==> src/rtl/pool2x2_stream_bank_if.sv <==
// Stream bundle for pool2x2_stream_bank.
// The input side carries channel-parallel pixels in raster order.
// The output side carries pooled pixels and an end-of-frame marker.
// Both sides use a valid/ready handshake, with channel c at bits [c*DW +: DW].
//   master : drives in_valid/in_data/out_ready, observes in_ready/out_*
//   slave  : the pooling bank itself
interface pool2x2_stream_bank_if #(
  parameter int CH = 6,
  parameter int DW = 16
);
  logic              in_valid;
  logic              in_ready;
  logic [CH*DW-1:0]  in_data;
  logic              out_valid;
  logic              out_ready;
  logic [CH*DW-1:0]  out_data;
  logic              out_last;

  modport master (
    output in_valid, in_data, out_ready,
    input  in_ready, out_valid, out_data, out_last
  );

  modport slave (
    input  in_valid, in_data, out_ready,
    output in_ready, out_valid, out_data, out_last
  );
endinterface

==> src/rtl/pool2x2_stream_bank.sv <==
// 2x2 / stride-2 pooling bank for a channel-parallel pixel stream.
// Each input beat carries CH signed samples of DW bits.
// An optional ReLU is applied first. Pooling is either max or average.
// Horizontal pairs are formed with a hold register.
// Vertical pairs are formed through a half-width line buffer.
// A trailing odd column or row is consumed but never pooled.
// Ports:
//   clk      clock
//   rst_n    asynchronous active-low reset
//   frm_clr  synchronous frame restart; drops any pending output
//   bus      pool2x2_stream_bank_if.slave (in_* / out_* handshake)
module pool2x2_stream_bank #(
  parameter int FM_W      = 28,
  parameter int FM_H      = 28,
  parameter int CH        = 6,
  parameter int DW        = 16,
  parameter int RELU_EN   = 1,
  parameter int POOL_MODE = 0
) (
  input  logic                   clk,
  input  logic                   rst_n,
  input  logic                   frm_clr,
  pool2x2_stream_bank_if.slave   bus
);

  localparam int HW = FM_W / 2;
  localparam int HH = FM_H / 2;
  // Counters are sized so that 2*HW and 2*HH are representable for the compares.
  localparam int CW = $clog2(FM_W + 1);
  localparam int RW = $clog2(FM_H + 1);
  localparam int IW = (HW > 1) ? $clog2(HW) : 1;

  typedef logic        [CW-1:0] col_t;
  typedef logic        [RW-1:0] row_t;
  typedef logic        [CW-2:0] half_t;
  typedef logic        [IW-1:0] idx_t;
  typedef logic signed [DW-1:0] data_t;
  typedef logic signed [DW:0]   pair_t;   // horizontal result, one guard bit
  typedef logic signed [DW+1:0] quad_t;   // vertical sum, two guard bits

  localparam col_t  COL_MAX  = col_t'(FM_W - 1);
  localparam col_t  COL_LAST = col_t'(2 * HW - 1);
  localparam row_t  ROW_MAX  = row_t'(FM_H - 1);
  localparam row_t  ROW_LAST = row_t'(2 * HH - 1);
  localparam row_t  ROW_LIM  = row_t'(2 * HH);
  localparam half_t HW_L     = half_t'(HW);

  col_t               col;
  row_t               row;
  data_t              hold [CH];
  pair_t              lb   [CH][HW];
  logic               out_valid_q;
  logic               out_last_q;
  logic [CH*DW-1:0]   out_data_q;

  logic               fire;
  logic               pool_fire;
  half_t              col_half;
  idx_t               idx;
  data_t              s [CH];
  pair_t              h [CH];
  data_t              x;
  pair_t              lb_rd;
  quad_t              quad;
  logic [CH*DW-1:0]   v_flat;

  // Ready is purely a function of the output stage: no skid buffer, so a
  // stalled result blocks the input, and a frame restart refuses the beat.
  assign bus.in_ready  = !frm_clr && !(out_valid_q && !bus.out_ready);
  assign fire          = bus.in_valid && bus.in_ready;

  // An odd column is always below 2*HW and an odd row always below 2*HH, so
  // the odd/odd test alone selects the pooled beats and skips trailing lines.
  assign pool_fire     = fire && col[0] && row[0];

  assign bus.out_valid = out_valid_q;
  assign bus.out_last  = out_last_q;
  assign bus.out_data  = out_data_q;

  // A trailing even column (odd FM_W) would index one past the buffer; its
  // read is never used, so it is steered to entry 0.
  assign col_half = col[CW-1:1];
  assign idx      = (col_half < HW_L) ? idx_t'(col_half) : '0;

  always_comb begin
    // NOTE: every variable written here gets a default first so that no path
    // leaves it unassigned, which would infer a latch.
    v_flat = '0;
    x      = '0;
    lb_rd  = '0;
    quad   = '0;
    for (int c = 0; c < CH; c++) begin
      x    = data_t'(bus.in_data[c*DW +: DW]);
      s[c] = (RELU_EN != 0 && x < 0) ? data_t'(0) : x;

      if (POOL_MODE == 0) begin
        h[c] = (hold[c] > s[c]) ? pair_t'(hold[c]) : pair_t'(s[c]);
      end else begin
        h[c] = pair_t'(hold[c]) + pair_t'(s[c]);
      end

      lb_rd = lb[c][idx];
      if (POOL_MODE == 0) begin
        v_flat[c*DW +: DW] = (lb_rd > h[c]) ? data_t'(lb_rd) : data_t'(h[c]);
      end else begin
        // Arithmetic shift floors toward -inf, e.g. -7/4 gives -2.
        quad               = quad_t'(lb_rd) + quad_t'(h[c]);
        v_flat[c*DW +: DW] = data_t'(quad >>> 2);
      end
    end
  end

  // Raster position of the next beat to be accepted.
  // NOTE: sequential state uses non-blocking assignments only, so every flop
  // samples pre-edge values regardless of statement order.
  always_ff @(posedge clk or negedge rst_n) begin
    if (!rst_n) begin
      col <= '0;
      row <= '0;
    end else if (frm_clr) begin
      col <= '0;
      row <= '0;
    end else if (fire) begin
      if (col == COL_MAX) begin
        col <= '0;
        row <= (row == ROW_MAX) ? '0 : row + row_t'(1);
      end else begin
        col <= col + col_t'(1);
      end
    end
  end

  // Hold register (even column) and line buffer (odd column, even row).
  // NOTE: the line buffer is a register array with async reset, so it
  // powers up to zero; it cannot map onto a RAM macro in this form.
  always_ff @(posedge clk or negedge rst_n) begin
    if (!rst_n) begin
      for (int c = 0; c < CH; c++) begin
        hold[c] <= '0;
        for (int i = 0; i < HW; i++) begin
          lb[c][i] <= '0;
        end
      end
    end else if (fire) begin
      for (int c = 0; c < CH; c++) begin
        if (!col[0]) begin
          hold[c] <= s[c];
        end else if (!row[0] && row < ROW_LIM) begin
          lb[c][idx] <= h[c];
        end
      end
    end
  end

  // Output register. A new result may load in the same cycle the previous
  // one is taken, because in_ready is high whenever out_ready is.
  always_ff @(posedge clk or negedge rst_n) begin
    if (!rst_n) begin
      out_valid_q <= 1'b0;
      out_last_q  <= 1'b0;
      out_data_q  <= '0;
    end else if (frm_clr) begin
      out_valid_q <= 1'b0;
      out_last_q  <= 1'b0;
    end else if (pool_fire) begin
      out_valid_q <= 1'b1;
      out_last_q  <= (col == COL_LAST) && (row == ROW_LAST);
      out_data_q  <= v_flat;
    end else if (bus.out_ready) begin
      out_valid_q <= 1'b0;
      out_last_q  <= 1'b0;
    end
  end

endmodule

==> src/flat_wrapper.sv <==
// flat-port wrapper written by rule: the top's interface ports become plain ports
module pool2x2_stream_bank_flat 
#(
  parameter int FM_W      = 28,
  parameter int FM_H      = 28,
  parameter int CH        = 6,
  parameter int DW        = 16,
  parameter int RELU_EN   = 1,
  parameter int POOL_MODE = 0
)
  (clk, rst_n, frm_clr, bus_in_valid, bus_in_data, bus_out_ready, bus_in_ready, bus_out_valid, bus_out_data, bus_out_last);
  pool2x2_stream_bank_if #(.CH(CH), .DW(DW)) bus_i ();
  input  logic clk;
  input  logic rst_n;
  input  logic frm_clr;
  input wire logic [$bits(bus_i.in_valid)-1:0] bus_in_valid;
  input wire logic [$bits(bus_i.in_data)-1:0] bus_in_data;
  input wire logic [$bits(bus_i.out_ready)-1:0] bus_out_ready;
  output wire logic [$bits(bus_i.in_ready)-1:0] bus_in_ready;
  output wire logic [$bits(bus_i.out_valid)-1:0] bus_out_valid;
  output wire logic [$bits(bus_i.out_data)-1:0] bus_out_data;
  output wire logic [$bits(bus_i.out_last)-1:0] bus_out_last;
  assign bus_i.in_valid = bus_in_valid;
  assign bus_i.in_data = bus_in_data;
  assign bus_i.out_ready = bus_out_ready;
  assign bus_in_ready = bus_i.in_ready;
  assign bus_out_valid = bus_i.out_valid;
  assign bus_out_data = bus_i.out_data;
  assign bus_out_last = bus_i.out_last;
  pool2x2_stream_bank #(.FM_W(FM_W), .FM_H(FM_H), .CH(CH), .DW(DW), .RELU_EN(RELU_EN), .POOL_MODE(POOL_MODE)) u_core (.clk(clk), .rst_n(rst_n), .frm_clr(frm_clr), .bus(bus_i));
endmodule
==> config.mk <==
export PLATFORM = sky130hd
export DESIGN_NAME = pool2x2_stream_bank_flat
export DESIGN_NICKNAME = d
export VERILOG_FILES = /design/src/rtl/pool2x2_stream_bank_if.sv /design/src/rtl/pool2x2_stream_bank.sv /design/src/flat_wrapper.sv
export SDC_FILE = /design/constraint.sdc
export NUM_CORES = 2
export LEC_CHECK = 0
export CAP_MARGIN = 20
export CELL_PAD_IN_SITES_DETAIL_PLACEMENT = 0
export CELL_PAD_IN_SITES_GLOBAL_PLACEMENT = 1
export CORE_UTILIZATION = 49
export DETAILED_ROUTE_END_ITERATION = 16
export PLACE_DENSITY = 0.88
export SLEW_MARGIN = 25
export SYNTH_ARGS = -nofsm -noshare
export SYNTH_HDL_FRONTEND = slang
export SYNTH_SLANG_ARGS = --single-unit
==> constraint.sdc <==
create_clock -name clk -period 5.65 [get_ports clk]
set_input_delay 1.13 -clock clk [delete_from_list [all_inputs] [get_ports clk]]
set_output_delay 1.13 -clock clk [all_outputs]
set_load 0.02 [all_outputs]
# Word-level counts from Yosys, hierarchy flattened
# Cells that the tools add are included.
[word_totals]
input_bits = 101
rom_bits = 0
output_inout_bits = 99
latch_bits = 0
ramBits = 0
n_memories = 0
regBits = 1632
[classes]
eq_ne = 2
n_div = 0
n_mul = 0
shifts = 0
muxes = 57
n_bitwise = 3
reduce_logical = 19
n_addsub = 2
magnitude_cmp = 22
[ops]
columns = ["operator", "n"]
rows = [
  ["238-bit bitwise mux", 6],
  ["17-bit binary-select mux with 4-bit select", 6],
  ["17-bit two-way mux", 19],
  ["16-bit two-way mux", 12],
  ["17-bit > comparator", 6],
  ["16-bit > comparator", 6],
  ["16-bit by 1-bit < comparator with 1-bit output (second input constant)", 6],
  ["17-bit demux with 4-bit select", 1],
  ["5-bit two-way mux", 7],
  ["5-bit by 1-bit adder with 5-bit output (second input constant)", 2],
  ["5-bit == test (second input constant)", 2],
  ["1-bit logical AND", 8],
  ["2-bit AND reduction", 3],
  ["5-bit >= comparator (second input constant)", 1],
  ["5-bit by 1-bit < comparator with 1-bit output (second input constant)", 1],
  ["5-bit < comparator (second input constant)", 1],
  ["1-bit two-way mux", 5],
  ["4-bit inverter with 5-bit output", 1],
  ["1-bit zero test", 4],
  ["4-bit < comparator (second input constant)", 1],
  ["4-bit two-way mux", 1],
  ["2-bit nonzero test", 2],
  ["3-bit AND reduction", 1],
  ["3-bit nonzero test", 1],
  ["1-bit inverter", 2],
]

# Depth between registers and ports, before layout
[depth]
ltp_word = 9
mapped_depth = 26
mapped_depth_nobuf = 21

# Worst setup path after synthesis
# OpenSTA, ideal clock, no wires.
[synth_path]
path_type = "input to register"
start = "input port bus_in_data[31]"
end = "register u_core.out_data_q[22], in the netlist u_core.bus.out_data[22]"
slack_ns = 0.203
t_required_ns = 5.526
arrival_time_ns = 5.324
setup_ns = 0.124
n_path_buf = 4
stages = 20
path_cell_list = "inv_1 clkbuf_1 nand2_1 ha_1 nand4_2 nor4_1 nor2_2 buf_2 a21oi_1 buf_2 ha_1 a2111oi_0 o21ai_0 o21ai_0 nor3b_1 o211ai_2 o21a_2 buf_4 a21boi_0 o21ai_1"
[synth_via]
elab_chain_cells = 6
[synth_rtl]
columns = ["item", "line", "text"]
rows = [
  ["from (decl)", "flat_wrapper.sv:17", "input wire logic [$bits(bus_i.in_data)-1:0] bus_in_data;"],
  ["16-bit by 1-bit < comparator with 1-bit output", "pool2x2_stream_bank.sv:94", "s[c] = (RELU_EN != 0 && x < 0) ? data_t'(0) : x;"],
  ["16-bit two-way mux (*)", "pool2x2_stream_bank.sv:94", ""],
  ["16-bit > comparator", "pool2x2_stream_bank.sv:97", "h[c] = (hold[c] > s[c]) ? pair_t'(hold[c]) : pair_t'(s[c]);"],
  ["17-bit two-way mux (*)", "pool2x2_stream_bank.sv:97", ""],
  ["17-bit > comparator", "pool2x2_stream_bank.sv:104", "v_flat[c*DW +: DW] = (lb_rd > h[c]) ? data_t'(lb_rd) : data_t'(h[c]);"],
  ["16-bit two-way mux (*)", "pool2x2_stream_bank.sv:104", ""],
  ["to (signal assigned)", "pool2x2_stream_bank.sv:168", "out_data_q <= v_flat;"],
  ["to (decl)", "pool2x2_stream_bank.sv:54", "logic [CH*DW-1:0] out_data_q;"],
]
# Mark *: on every way between the ends. The rest lies on a longest branch, timed or not.
# A chain may end at the register's enable or synchronous reset.

# Worst setup path in the final report
[layout_path]
start = "input port bus_in_data[15]"
end = "register u_core.out_data_q[4], in the netlist u_core.bus.out_data[4]"
# Same word-level chain as after synthesis.

==> flow_summary.toml <==
[yosys]
syn_avg_cell_area_sq_um = 9.36
async_flop_share_pct = 100
synth_cell_types = 72
syn_area_sq_um = 71400
synth-seq-cells = 1452
synthFlopType = "dfrtp_1"
synth_seq_area_share_pct = 50.9
synth_edf_count = 0
syn_inst = 7627
ys_warn_count = 0

[final_layout]
layout-drive-gt1-share_pct = 10.3
diodes = 0
final_area_sq_um = 81300
n_fill_cell = 12500
final_core_util_pct = 56.5
fin_nets = 7902
area_growth_pct = 13.9

[power_and_ir_drop]
p_per_area_nw_per_um2 = 352
finalPower_mw = 28.6
vdd_drop_max_mv = 0.336
p_leak_nw = 36.1

[sta]
finalSetupViolCount = 0
final.setup.tns_ns = 0
period_share_pct = 90.9
max_freq_mhz = 195
fin_worst_skew_ns = 0.0329
hold_violations = 0
finalMaxSlewViolations = 0
rsz0062_at_grt = "false"
min_period_ns = 5.13
worst_slew_margin_rel_pct = 32.2
worst_slew_pin_slew_ns = 1.02
setup_ws_ns = 0.515

[die]
die-area_sq_um = 147000
start_util_pct = 49.5
core_region_area_sq_um = 144000
ios = 200
die_h_um = 384
rows = 139
chipWidth_um = 384

[clock_tree]
cts_buffers = 154
cts.sinks = 1452
clkLatencyLatePin_ns = 0.82
cts_buffer_depth = 3
post-cts-setup-buffer-count = 0
clk_pin_slew_ns = 0.06
h-tree-depth = 4
cts_tree = "done"
postCtsHoldBufs = 0
cts-resized-gates = 0
clockRootBuffer = "clkbuf_16"

[outcome]
status = "finished with violations"
violations = "design-rule violations"

[global_route]
antenna_found_initial = 2
grt_pass1_vias = 55400
grt_max_degree = 171
grt_usage_pct = 27.9
grt_pass1_wl_um = 320000
overflow = 0

[place]
hpwl_um = 122000
post_dp_cell_area_sq_um = 76100
port_buffers = 193
gp_congestion = 0.901
preCtsSetupSlack_ns = -0.220

[min_path]
hold_class = "input pin to asynchronous set/reset pin"

[critical_path]
cp_max_fo = 15
cp.arrival_ns = 5.83
startpoint_type = "input pin"
cp-end-kind = "flop"
worstPathRequired_ns = 6.35
worstSetupPathType = "input pin to flop"

[drt]
drc = 10
drt_wl_total_um = 206000
vias_per_cell = 5.88
wl_per_cell_um = 21.3
vias = 56700
ant_nets = 0
drt-initial-drc-count = 5048
firstDrtPassIters = 14

[job]
cap_violations = 0
==> area by class of cell <==
cell class,instances,area (sq um),area share [%]
tap,1903,2380,2.93
multi-input combinational,5437,32000,39.4
inverter,68,255,0.314
clock inverter,59,800,0.983
timing repair buffer,507,5080,6.25
clock buffer,215,4410,5.43
sequential,1452,36300,44.7
==> logic make-up (layout without fill, tap and decap cells) <==
family,after synthesis,after routing,synth area share (%)
compound gates,2459,2459,19.5
xor+xnor,1,1,0.0123
fa+ha+maj,181,181,3.17
buf+inv,743,849,4.48
flops,1452,1452,50.9
mux,683,683,9.99
other cells,1,6,0.00526
simple gates,2107,2107,11.9
==> sequential cells by signal, summed over array words and instances (netlist names) <==
signal and count:
u_core.col 5, u_core.bus.out_valid 1, u_core.bus.out_data 90, u_core.row 5
u_core.hold 90, u_core.bus.out_last 1, u_core.lb 1260
==> synth_stat cells, types with 4 or more instances <==
library cell,count,area share [%]
o21ai_1,32,0.22
a22o_1,13,0.16
mux2i_1,535,7.5
inv_1,68,0.36
a21o_1,35,0.37
a31oi_1,9,0.079
nand4_1,37,0.32
mux2_4,18,0.38
nand2_1,1346,7.1
o221ai_1,47,0.58
or2_2,5,0.044
mux2_2,125,2.0
or4_1,7,0.074
a211oi_1,7,0.074
buf_6,6,0.095
o21ai_0,1380,9.7
buf_1,27,0.14
nor2_1,534,2.8
nor3_1,10,0.070
buf_2,222,1.6
ha_1,181,3.2
dfrtp_1,1452,51
a21oi_2,30,0.37
nand3_1,23,0.16
and2_1,5,0.044
a21boi_0,12,0.13
o31ai_2,10,0.18
o21a_1,50,0.53
a21oi_1,480,3.4
nor2b_1,25,0.22
nor4_1,11,0.096
o211ai_1,173,1.8
a22oi_1,18,0.19
nand2b_1,84,0.74
o22ai_1,67,0.59
and3_1,4,0.035
a221oi_1,65,0.80
clkbuf_1,397,2.1
o31ai_1,6,0.063
buf_4,22,0.23
==> placed cells by master (no fill, tap or decap), types with 21 or more instances in the layout <==
cell             instances
o211ai_1               173
dfrtp_1               1448
nand4_1                 37
clkinv_2                21
a21oi_2                 31
o221ai_1                47
o22ai_1                 67
inv_1                   68
clkbuf_16              155
a21o_1                  35
o21a_1                  50
ha_1                   181
a221oi_1                65
o21ai_1                 32
buf_12                  61
clkbuf_1                29
clkdlybuf4s50_1        192
buf_4                  249
clkbuf_8                31
mux2_2                 125
a21oi_1                479
nand2b_1                81
o21ai_0               1379
mux2i_1                535
nand2_1               1338
nor2_1                 530
nor2b_1                 25
==> routing by layer <==
metal | vias up | wire length, um | track usage [%]
met3 | 334 | 15400 | 5.48
met4 | 0 | 5300 | 8.25
met2 | 1946 | 94600 | 44.4
li1 | 26500 | - | -
met1 | 27900 | 90500 | 38.6
met5 | - | 0 | 0
==> metrics by stage <==
stage	cells	hold slack, ns
floorplan	7632	0.444
global placement	9367	0.456
detailed placement	9367	0.465
CTS	9641	0.331
global route	9641	0.342
finish	9641	0.294
==> worst paths after layout <==
kind	to	cells after the start	start	slack, ns
worst max-delay path	u_core.bus.out_data[4]$_DFFE_PN0P_	21	bus_in_data[15]	0.52
worst min-delay path	u_core.lb[974]$_DFFE_PN0P_	1	rst_n	0.29
worst max register to register	u_core.bus.out_data[4]$_DFFE_PN0P_	14	u_core.col[3]$_DFFE_PN0P_	0.76
worst min register to register	u_core.lb[987]$_DFFE_PN0P_	2	u_core.lb[987]$_DFFE_PN0P_	0.48
max in group asynchronous	u_core.bus.out_data[53]$_DFFE_PN0P_	2	rst_n	3.81
min in group clk	u_core.lb[987]$_DFFE_PN0P_	2	u_core.lb[987]$_DFFE_PN0P_	0.48
==> worst max-delay path, stage by stage <==
cell and delay [ns]:
clkdlybuf4s50_1 0.62, nand2b_1 0.30, ha_1 0.32, nor2b_1 0.13
o21a_1 0.16, o21a_1 0.16, o21ai_0 0.16, a21oi_1 0.09
o31a_1 0.33, buf_4 0.22, nor2_1 0.14, a21oi_2 0.05
ha_1 0.30, nand3_1 0.12, nor4_1 0.42, or2_2 0.20
nand3_1 0.07, o21ai_1 0.17, buf_4 0.15, nand2_1 0.26
o221ai_1 0.33
==> report_power, final <==
group / total (mW) / leakage [nW] / internal (mW) / switching, mW
combinational: 6.47 / 13.5 / 2.67 / 3.80
clock: 10.5 / 2.56 / 6.12 / 4.35
sequential: 11.6 / 20.1 / 11.1 / 0.567
(Power assumes the default switching activity.)
